--- src/rtl/inject_sched.sv ---
// inject_sched: local-injection scheduler for a mesh router.
// A small in-order FIFO buffers flits offered by the local core.
// Whenever the head flit exists and at least one router output slot is
// free, the head is injected into the first free slot. The search for a
// free slot is round-robin. The injected flit and its slot are registered.
// A starvation counter raises starve_alarm when the FIFO has been blocked
// by fully occupied slots for STARVE_LIMIT consecutive edges.
//
// Ports:
//   clk, rst      single clock; asynchronous active-high reset
//   req_valid     local core offers req_flit
//   req_flit      10-bit flit word; carried through untouched
//   req_ready     FIFO has room (combinational from registered count)
//   slot_busy     output slot occupancy {W,E,S,N}; 1 = occupied
//   inj_valid     registered; flit injected this cycle
//   inj_flit      registered injected flit; holds when idle
//   inj_sel       registered one-hot slot select {W,E,S,N}
//   fifo_count    current FIFO occupancy
//   starve_alarm  registered; blocked for STARVE_LIMIT edges
module inject_sched #(
    parameter int DEPTH        = 4,
    parameter int STARVE_LIMIT = 8
) (
    input  logic                   clk,
    input  logic                   rst,
    input  logic                   req_valid,
    input  logic [9:0]             req_flit,
    output logic                   req_ready,
    input  logic [3:0]             slot_busy,
    output logic                   inj_valid,
    output logic [9:0]             inj_flit,
    output logic [3:0]             inj_sel,
    output logic [$clog2(DEPTH):0] fifo_count,
    output logic                   starve_alarm
);

    localparam int AW = $clog2(DEPTH);
    localparam int CW = AW + 1;
    localparam int SW = $clog2(STARVE_LIMIT) + 1;
    localparam logic [CW-1:0] DEPTH_C  = CW'(DEPTH);
    localparam logic [SW-1:0] STARVE_C = SW'(STARVE_LIMIT);

    typedef enum logic [1:0] {
        ST_IDLE    = 2'd0,
        ST_READY   = 2'd1,
        ST_BLOCKED = 2'd2
    } state_t;

    // First free slot at or after ptr, wrapping modulo 4. Only meaningful
    // when at least one slot is free; the caller gates on that.
    function automatic logic [1:0] pick_slot(input logic [3:0] busy,
                                             input logic [1:0] ptr);
        logic [1:0] idx;
        logic [1:0] cand;
        logic       found;
        idx   = ptr;
        found = 1'b0;
        for (int k = 0; k < 4; k++) begin
            cand = ptr + 2'(k);
            if (!found && !busy[cand]) begin
                idx   = cand;
                found = 1'b1;
            end else begin
                found = found;
            end
        end
        return idx;
    endfunction

    logic [9:0]    mem_q [DEPTH];
    logic [AW-1:0] wr_ptr_q, wr_ptr_d;
    logic [AW-1:0] rd_ptr_q, rd_ptr_d;
    logic [CW-1:0] count_q, count_d;
    logic [1:0]    rr_ptr_q, rr_ptr_d;
    logic [SW-1:0] starve_q, starve_d;
    state_t        state_q, state_d;
    logic          inj_valid_q, inj_valid_d;
    logic [9:0]    inj_flit_q, inj_flit_d;
    logic [3:0]    inj_sel_q, inj_sel_d;
    logic          alarm_q, alarm_d;

    logic          push_s;
    logic          pop_s;
    logic          free_s;
    logic [1:0]    slot_idx_s;

    assign req_ready    = (count_q < DEPTH_C);
    assign fifo_count   = count_q;
    assign inj_valid    = inj_valid_q;
    assign inj_flit     = inj_flit_q;
    assign inj_sel      = inj_sel_q;
    assign starve_alarm = alarm_q;

    // Next-state logic: FIFO bookkeeping, slot choice, FSM and starvation.
    always_comb begin
        free_s      = (slot_busy != 4'b1111);
        push_s      = req_valid && (count_q < DEPTH_C);
        // Pop decision uses the registered count, so a freshly pushed flit
        // always spends at least one cycle in the FIFO.
        pop_s       = (count_q != {CW{1'b0}}) && free_s;
        slot_idx_s  = pick_slot(slot_busy, rr_ptr_q);

        wr_ptr_d    = wr_ptr_q;
        rd_ptr_d    = rd_ptr_q;
        count_d     = count_q;
        rr_ptr_d    = rr_ptr_q;
        inj_valid_d = 1'b0;
        inj_flit_d  = inj_flit_q;
        inj_sel_d   = 4'b0000;
        state_d     = ST_IDLE;
        starve_d    = starve_q;
        alarm_d     = 1'b0;

        if (push_s) begin
            wr_ptr_d = wr_ptr_q + AW'(1);
        end else begin
            wr_ptr_d = wr_ptr_q;
        end

        if (pop_s) begin
            rd_ptr_d    = rd_ptr_q + AW'(1);
            rr_ptr_d    = slot_idx_s + 2'd1;
            inj_valid_d = 1'b1;
            inj_flit_d  = mem_q[rd_ptr_q];
            inj_sel_d   = 4'b0001 << slot_idx_s;
        end else begin
            rd_ptr_d    = rd_ptr_q;
        end

        case ({push_s, pop_s})
            2'b10:   count_d = count_q + CW'(1);
            2'b01:   count_d = count_q - CW'(1);
            default: count_d = count_q;
        endcase

        if (count_q == {CW{1'b0}}) begin
            state_d = ST_IDLE;
        end else if (free_s) begin
            state_d = ST_READY;
        end else begin
            state_d = ST_BLOCKED;
        end

        // A pop or a return to IDLE wins over the blocked-cycle increment.
        if (pop_s || (state_d == ST_IDLE)) begin
            starve_d = {SW{1'b0}};
        end else if ((state_q == ST_BLOCKED) && (starve_q != STARVE_C)) begin
            starve_d = starve_q + SW'(1);
        end else begin
            starve_d = starve_q;
        end

        // Alarm mirrors the counter value being registered this edge.
        alarm_d = (starve_d == STARVE_C);
    end

    // FIFO storage; contents need no reset since count gates every read.
    always_ff @(posedge clk) begin
        if (push_s) begin
            mem_q[wr_ptr_q] <= req_flit;
        end
    end

    // State and output registers with asynchronous reset.
    always_ff @(posedge clk or posedge rst) begin
        if (rst) begin
            wr_ptr_q    <= {AW{1'b0}};
            rd_ptr_q    <= {AW{1'b0}};
            count_q     <= {CW{1'b0}};
            rr_ptr_q    <= 2'd0;
            starve_q    <= {SW{1'b0}};
            state_q     <= ST_IDLE;
            inj_valid_q <= 1'b0;
            inj_flit_q  <= 10'b0;
            inj_sel_q   <= 4'b0000;
            alarm_q     <= 1'b0;
        end else begin
            wr_ptr_q    <= wr_ptr_d;
            rd_ptr_q    <= rd_ptr_d;
            count_q     <= count_d;
            rr_ptr_q    <= rr_ptr_d;
            starve_q    <= starve_d;
            state_q     <= state_d;
            inj_valid_q <= inj_valid_d;
            inj_flit_q  <= inj_flit_d;
            inj_sel_q   <= inj_sel_d;
            alarm_q     <= alarm_d;
        end
    end

endmodule

--- config.mk ---
export PLATFORM = sky130hd
export DESIGN_NAME = inject_sched
export DESIGN_NICKNAME = d
export VERILOG_FILES = /design/src/rtl/inject_sched.sv
export SDC_FILE = /design/constraint.sdc
export NUM_CORES = 1
export LEC_CHECK = 0
export CAP_MARGIN = 25
export CORE_UTILIZATION = 37
export DETAILED_ROUTE_END_ITERATION = 8
export HOLD_SLACK_MARGIN = 0.12
export PLACE_DENSITY_LB_ADDON = 0.25
export SYNTH_ARGS = -nofsm -noshare
export SYNTH_HDL_FRONTEND = slang
export SYNTH_SLANG_ARGS = --single-unit
export TNS_END_PERCENT = 30
--- constraint.sdc ---
create_clock -name clk -period 2.45 [get_ports clk]
set_input_delay 0.3675 -clock clk [delete_from_list [all_inputs] [get_ports clk]]
set_output_delay 0.3675 -clock clk [all_outputs]
set_load 0.05 [all_outputs]
==> metrics list <==
* Run status: finished clean
* Static leakage: 1.43 nW
- Slew headroom: 0.628
- The worst setup path is of the reg2out kind.
* Total instance count after detailed placement: 337
* Slowest cell delay on critical path: 0.80 ns
- Final setup violation count: 0
- At the end of the flow the core is filled with cells to 0.487.
- Die Wd: 89.7 µm
- The clock passes through at most 2 buffers.
- The slowest stage of the critical path belongs to the cell sky130_fd_sc_hd__clkdlybuf4s50_1.
* Routability congestion estimate from global placement: 0.717
- Startpoint Class: register
- At the later pin of the worst-skew pair, clock insertion delay measures 0.34 ns.
- Number of CTS-inserted buffers: 9
- Element type at the critical path end: output pin
* Sequential area share after synthesis: 0.687
- Number of unique standard cell types used by synthesis: 30
- Hold timing on the final database bottoms out at a slack of 0.409 ns.
- The tree is rooted in a sky130_fd_sc_hd__clkbuf_8.
* Die Area: 8040 µm²
* Total Routed Length: 4760 µm
* Minimum setup slack among reg-to-reg paths: 0.64 ns
- For this configuration, the core starts out at a cell density of 0.388.
- Total power per unit cell area: 1260 nW/µm²
- In this run the remaining antenna-violating nets after routing total 0.
- Mapped Nets: 222
- Period utilisation layout: 0.830
- Largest driver fanout on the critical path: 3
- Count of cells resized by post-cts repair: 0
* Highest achievable clock rate: 492 MHz
* Final Critical Period: 2.03 ns
- The number of antenna diodes in the final layout is 0.
- Summing every instance area after synthesis gives 2840 µm².
- Summed over all instances, the cell type with the most area after synthesis is sky130_fd_sc_hd__edfxtp_1.
- Count of TritonRoute iterations in the first routing pass: 4
- Layout overhead on the synthesized area: 25.7%
- In this run the standard cell core region covers 7330 µm².
* Number of DRC violations after detailed-routing iteration 0: 53
- STA puts the critical path data required time at 2.08 ns.
- Peak supply drop: 0.000316 V
- The first global-routing pass estimated 7900 µm of wire.
- Synthesized area divided by synthesized cell count: 14.4 µm²
- The total overflow left after global routing is 0.
* Slew @ Worst Pin: 0.553 ns
- After detailed routing, the number of vias per cell comes to 4.63.
- Depth of the CTS H-tree: 3
- Vert. Die Dim: 89.7 µm
- During placement, the flow inserted port buffers numbering 36.
- For this run, the total global-route usage over all layers was measured as 0.140.
- Maximum number of pins on one net before global-route repair: 31
* Total vias in the final route: 1634
- Number of clock sinks: 70
- Number of enable flip-flop cells after synthesis: 40
- The clock arrives with 0.00736 ns of skew.
- Unrepaired setup endpoints after global routing: no
* Total Negative Setup Slacks: 0 ns
- For this run, the leading register cell type out of synthesis is sky130_fd_sc_hd__edfxtp_1.
- At the end of the flow, the number of nets in the layout was 274.
* Arrival time of data at the critical path endpoint: 1.67 ns
* List of cells traversed by the critical path: clkinvlp_4 > clkdlybuf4s50_1
- Initial antenna violation count: 0
- Yosys attributes the largest share of cell area to sky130_fd_sc_hd__edfxtp_1, sky130_fd_sc_hd__dfrtp_1, sky130_fd_sc_hd__mux4_2, sky130_fd_sc_hd__nand2_1, sky130_fd_sc_hd__ha_1.
* Share of the synthesized area in the top cell type: 0.423
- Clock slew seen by the registers of the worst setup and hold paths: 0.07 ns
- Routed length per instance: 13.5 µm
- Final Hold Violating Endpoints: 0
- During I/O placement, the number of pins put on the boundary was 37.
* Dpl hpwl: 3210 µm
* Number of non-filler instances in the completed layout: 353
* Number of standard cells after synthesis: 197
* Row count: 31
- In this run the worst hold path is classified as in2async.
- Warnings, synthesis: 0
- For this run, design rule violations remaining after detail routing come to 0.
- After synthesis the netlist holds a flip-flop and latch count of 70.
* Total setup buffers inserted after CTS: 0
* Fraction of final layout cells sized beyond drive strength 1: 0.154
- Of all flip-flops after synthesis, the portion carrying an async set or reset was 0.429.
* TritonCTS clock tree: done
* Number of maximum-capacitance constraint violations: 0
* Final slew viol count: 0
* Vias in the first global route: 1643
- For this design, the CTS-stage hold fixing added 0 buffers.
- Measured in cells, the most critical reg-to-reg path has a length of 10.
cell usage after synthesis, drive strengths merged, types with 2 or more instances:
library cell,count
edfxtp,40
nand2,37
dfrtp,30
inv,14
mux4,10
nor2,10
ha,7
o21ai,7
xnor2,7
and2,4
nand2b,4
clkbuf,3
mux2i,3
a21oi,2
buf,2
nand3,2
nand4,2
nor2b,2
xor2,2
cell type report:
| cell class | instances | area (µm²) |
|---|---|---|
| clock inverters | 4 | 47.5 |
| inverters | 14 | 56.3 |
| fillers | 646 | 3760 |
| clock buffers | 12 | 135 |
| well taps | 99 | 124 |
| repair buffers | 46 | 435 |
| multi-input cells | 108 | 822 |
| flip-flops and latches | 70 | 1950 |
placed cells by master (no fill, tap or decap), drive strengths merged, types with 3 or more instances in the layout:
cell	instances
and2	4
nand2b	4
nand2	37
inv	13
buf	10
o21ai	7
xnor2	7
clkbuf	12
mux4	10
mux2i	3
nor2	10
clkdlybuf4s50	36
ha	7
edfxtp	40
dfrtp	30
metrics by stage:
step	cell area, µm²	power [mW]	setup WS, ns
6_report	3570	4.50	0.416
5_1_grt	3570	4.78	0.376
4_1_cts	3570	4.56	0.393
3_5_place_dp	3390	3.69	0.210
3_3_place_gp	3390	3.66	0.264
2_1_floorplan	2860	3.09	0.0309
sequential cells by signal (all words and copies together), names as in the netlist:
signal / flops
state_q: 2
starve_q: 4
rd_ptr_q: 2
wr_ptr_q: 2
starve_alarm: 1
inj_flit: 10
mem_q: 40
rr_ptr_q: 2
fifo_count: 3
inj_sel: 4
cell families after synthesis:
kind of cell	synth area share
buffers and inverters	0.0268
AND/OR/NAND/NOR	0.0995
XOR/XNOR	0.0277
multiplexers	0.0898
AO/OA/AOI/OAI	0.0317
flip-flops	0.687
adder cells (fa/ha/maj)	0.0379
per-layer routing:
| layer | vias up | GRT usage | share of wire |
|---|---|---|---|
| li1 | 787 | - | - |
| met1 | 804 | 0.158 | 0.42 |
| met2 | 37 | 0.238 | 0.51 |
| met3 | 6 | 0.0567 | 0.050 |
| met4 | 0 | 0.0534 | 0.011 |
| met5 | - | 0 | 0 |
worst paths after layout:
path                                  to           from
min in group clk             inj_flit[6]    inj_flit[6]
max                            req_ready  fifo_count[2]
max in group asynchronous  fifo_count[2]            rst
min                           inj_sel[2]            rst
max reg2reg                fifo_count[2]  fifo_count[2]
min reg2reg                  inj_flit[6]    inj_flit[6]
worst max-delay path, delay by kind of cell (launching register included):
family   cells  cell delay, ns
buf+inv      2            0.90
flops        1            0.43
report_power, final:
group	switching (mW)	internal (mW)	total, mW
Sequential	0.176	1.56	1.74
Combinational	1.14	0.755	1.90
Clock	0.395	0.468	0.863
Total	1.71	2.78	4.50
Note: power is estimated with default switching activity, not from simulation.
==> edit (config.mk and constraints unchanged) <==
The 3 states of `state_t` get a one-hot encoding in 3 bits.
--- a/src/rtl/inject_sched.sv
+++ b/src/rtl/inject_sched.sv
@@ -41,8 +41,8 @@
     localparam logic [SW-1:0] STARVE_C = SW'(STARVE_LIMIT);
 
-    typedef enum logic [1:0] {
-        ST_IDLE    = 2'd0,
-        ST_READY   = 2'd1,
-        ST_BLOCKED = 2'd2
+    typedef enum logic [2:0] {
+        ST_IDLE    = 3'b001,
+        ST_READY   = 3'b010,
+        ST_BLOCKED = 3'b100
     } state_t;
 
Formal check against the unedited RTL: no difference found for any inputs over 10 cycles, from zero or initial values and one cycle with rst high; not proved beyond that.
==> edit against the unedited design <==
  * Sequential cell count up 1
  * Global-route usage is 0.56 points lower
  * Design area up 3.2%
  * Routed wire length grew 2.6%
  * Sequential share of layout area decreased by 0.99 points
  * Maximum frequency is 0.52% higher
  * Total power is 1.5% higher
  * Synthesized cell count up 6.1%
  * Highest routed layer unchanged
  * Area after synthesis is 4.0% higher
  * Setup slack gained 0.010 ns
==> edit: results (changes against the unedited design) <==
[run_status]
status = completed

[placement]
place.gp.congestion = 0.721  ; +0.54%
placed_cell_area_mm2 = 0.00349  ; +2.9%
dp_cells = 350  ; +3.9%
dp_slack_ns = 0.133  ; -0.0762 ns
hpwl_um = 3390  ; +5.3%

[logic_synthesis]
yosys-top-cells-area = edfxtp_1 (41%), dfrtp_1 (25%), mux4_2 (7.6%)
synth_top_area_share_pct = 40.6  ; -1.6 points
syn-num-nets = 234  ; +5.4%
synthAdderAreaFrac_pct = 3.64  ; -0.14 points
synth-compound-area-share_pct = 3.73  ; +0.56 points
postSynthAreaPerCell_um2 = 14.1  ; -2.0%
yosysSeqAreaShare_pct = 66.9  ; -1.7 points
synth_common_cells = edfxtp_1 (40), nand2_1 (40), dfrtp_1 (30), inv_1 (13), mux4_2 (10)
async_flop_share_pct = 43.7  ; +0.80 points
ys.flop_type = edfxtp_1
synthMuxAreaShare_pct = 9.02  ; +0.039 points
synth_edf_count = 40  ; unchanged
synth_xor_area_share_pct = 2.67  ; -0.11 points
synth.distinct_cells = 39  ; +30%

[routing]
wl_per_cell_um = 13.4  ; -1.0%
wl_met2_um = 2340  ; -4.7%
drtIter0Drc = 77  ; +45%
drcViolationCount = 0  ; unchanged
dr_wl_met3_um = 179  ; -25%
first_pass_iters = 4  ; unchanged
wl_met1_um = 2270  ; +13%
vias = 1688  ; +3.3%
highest_layer = met4

[global_route]
first_global_vias = 1647  ; +0.24%
grt_start_max_net_pins = 32  ; +3.2%
grt_usage_pct = 13.4  ; -0.56 points
grt_first_pass_wirelength_um = 8300  ; +5.1%

[run]
cap_violations = 0  ; unchanged

[final_layout]
largest_register_ffs = 40  ; unchanged
final_cells = 366  ; +3.7%
fin_nets = 284  ; +3.6%
diodes = 0  ; unchanged
drive_gt1_share_pct = 16.7  ; +1.3 points

[setup_path]
worstSetupEndpoint = req_ready
critPathTopFamily = buffers and inverters
worst-path-max-fanout = 4  ; +1
rr_worst_depth = 9  ; -1
r2r_setup_slack_ns = 0.54  ; -0.10 ns
r2r_start = fifo_count[0]$_DFFE_PP0P_
crit_path_top_delay_cell = clkdlybuf4s50_1

[timing]
finClkSkew_ns = 0.0124  ; +0.00504 ns
holdWs_ns = 0.410  ; +0.00103 ns
max_slew.worst_pin.slew_ns = 0.505  ; -0.0472 ns

[power_and_ir_drop]
peakVddDrop_v = 0.000330  ; +4.4%
leakagePower_nw = 1.47  ; +2.7%

[clock_network]
cts_setup_buffers = 0  ; unchanged
cts_buffers = 9  ; unchanged
cts_resized = 0  ; unchanged
cts_buffer_depth = 2  ; unchanged

-- edit: cell count changes in the layout (fill, tap and decap cells not counted), sizes merged, moves of 2 or more --
cell,delta
nand3,-2
inv,+2
or3,+2
o22ai,+2
nand2b,-3
buf,+3
clkbuf,-3
nand2,+3
nor3b,+3
nor3,+3
clkinv,+2
-- edit: layer usage --
layer	global-route usage, %	vias to the layer above
met2	19.5	35
met3	3.60	8
met4	7.54	0
met5	0	-
li1	-	832
met1	18.2	813
-- edit: final cells by class --
cell class | count | area [um^2]
clock buffers | 9 | 124
clock inverters | 7 | 72.6
fillers | 687 | 4040
inverters | 14 | 52.6
multi-input cells | 114 | 873
flip-flops and latches | 71 | 1980
well taps | 102 | 128
repair buffers | 49 | 458
-- edit: worst min-delay path, stage by stage --
cell and delay (ns):
clkdlybuf4s50_1 0.40, inv_1 0.05, buf_4 0.35
-- edit: power breakdown --
part	internal (mW)	switching (mW)	leakage, nW
registers	1.58	0.193	0.743
clock network	0.471	0.447	0.0972
logic	0.755	1.12	0.625
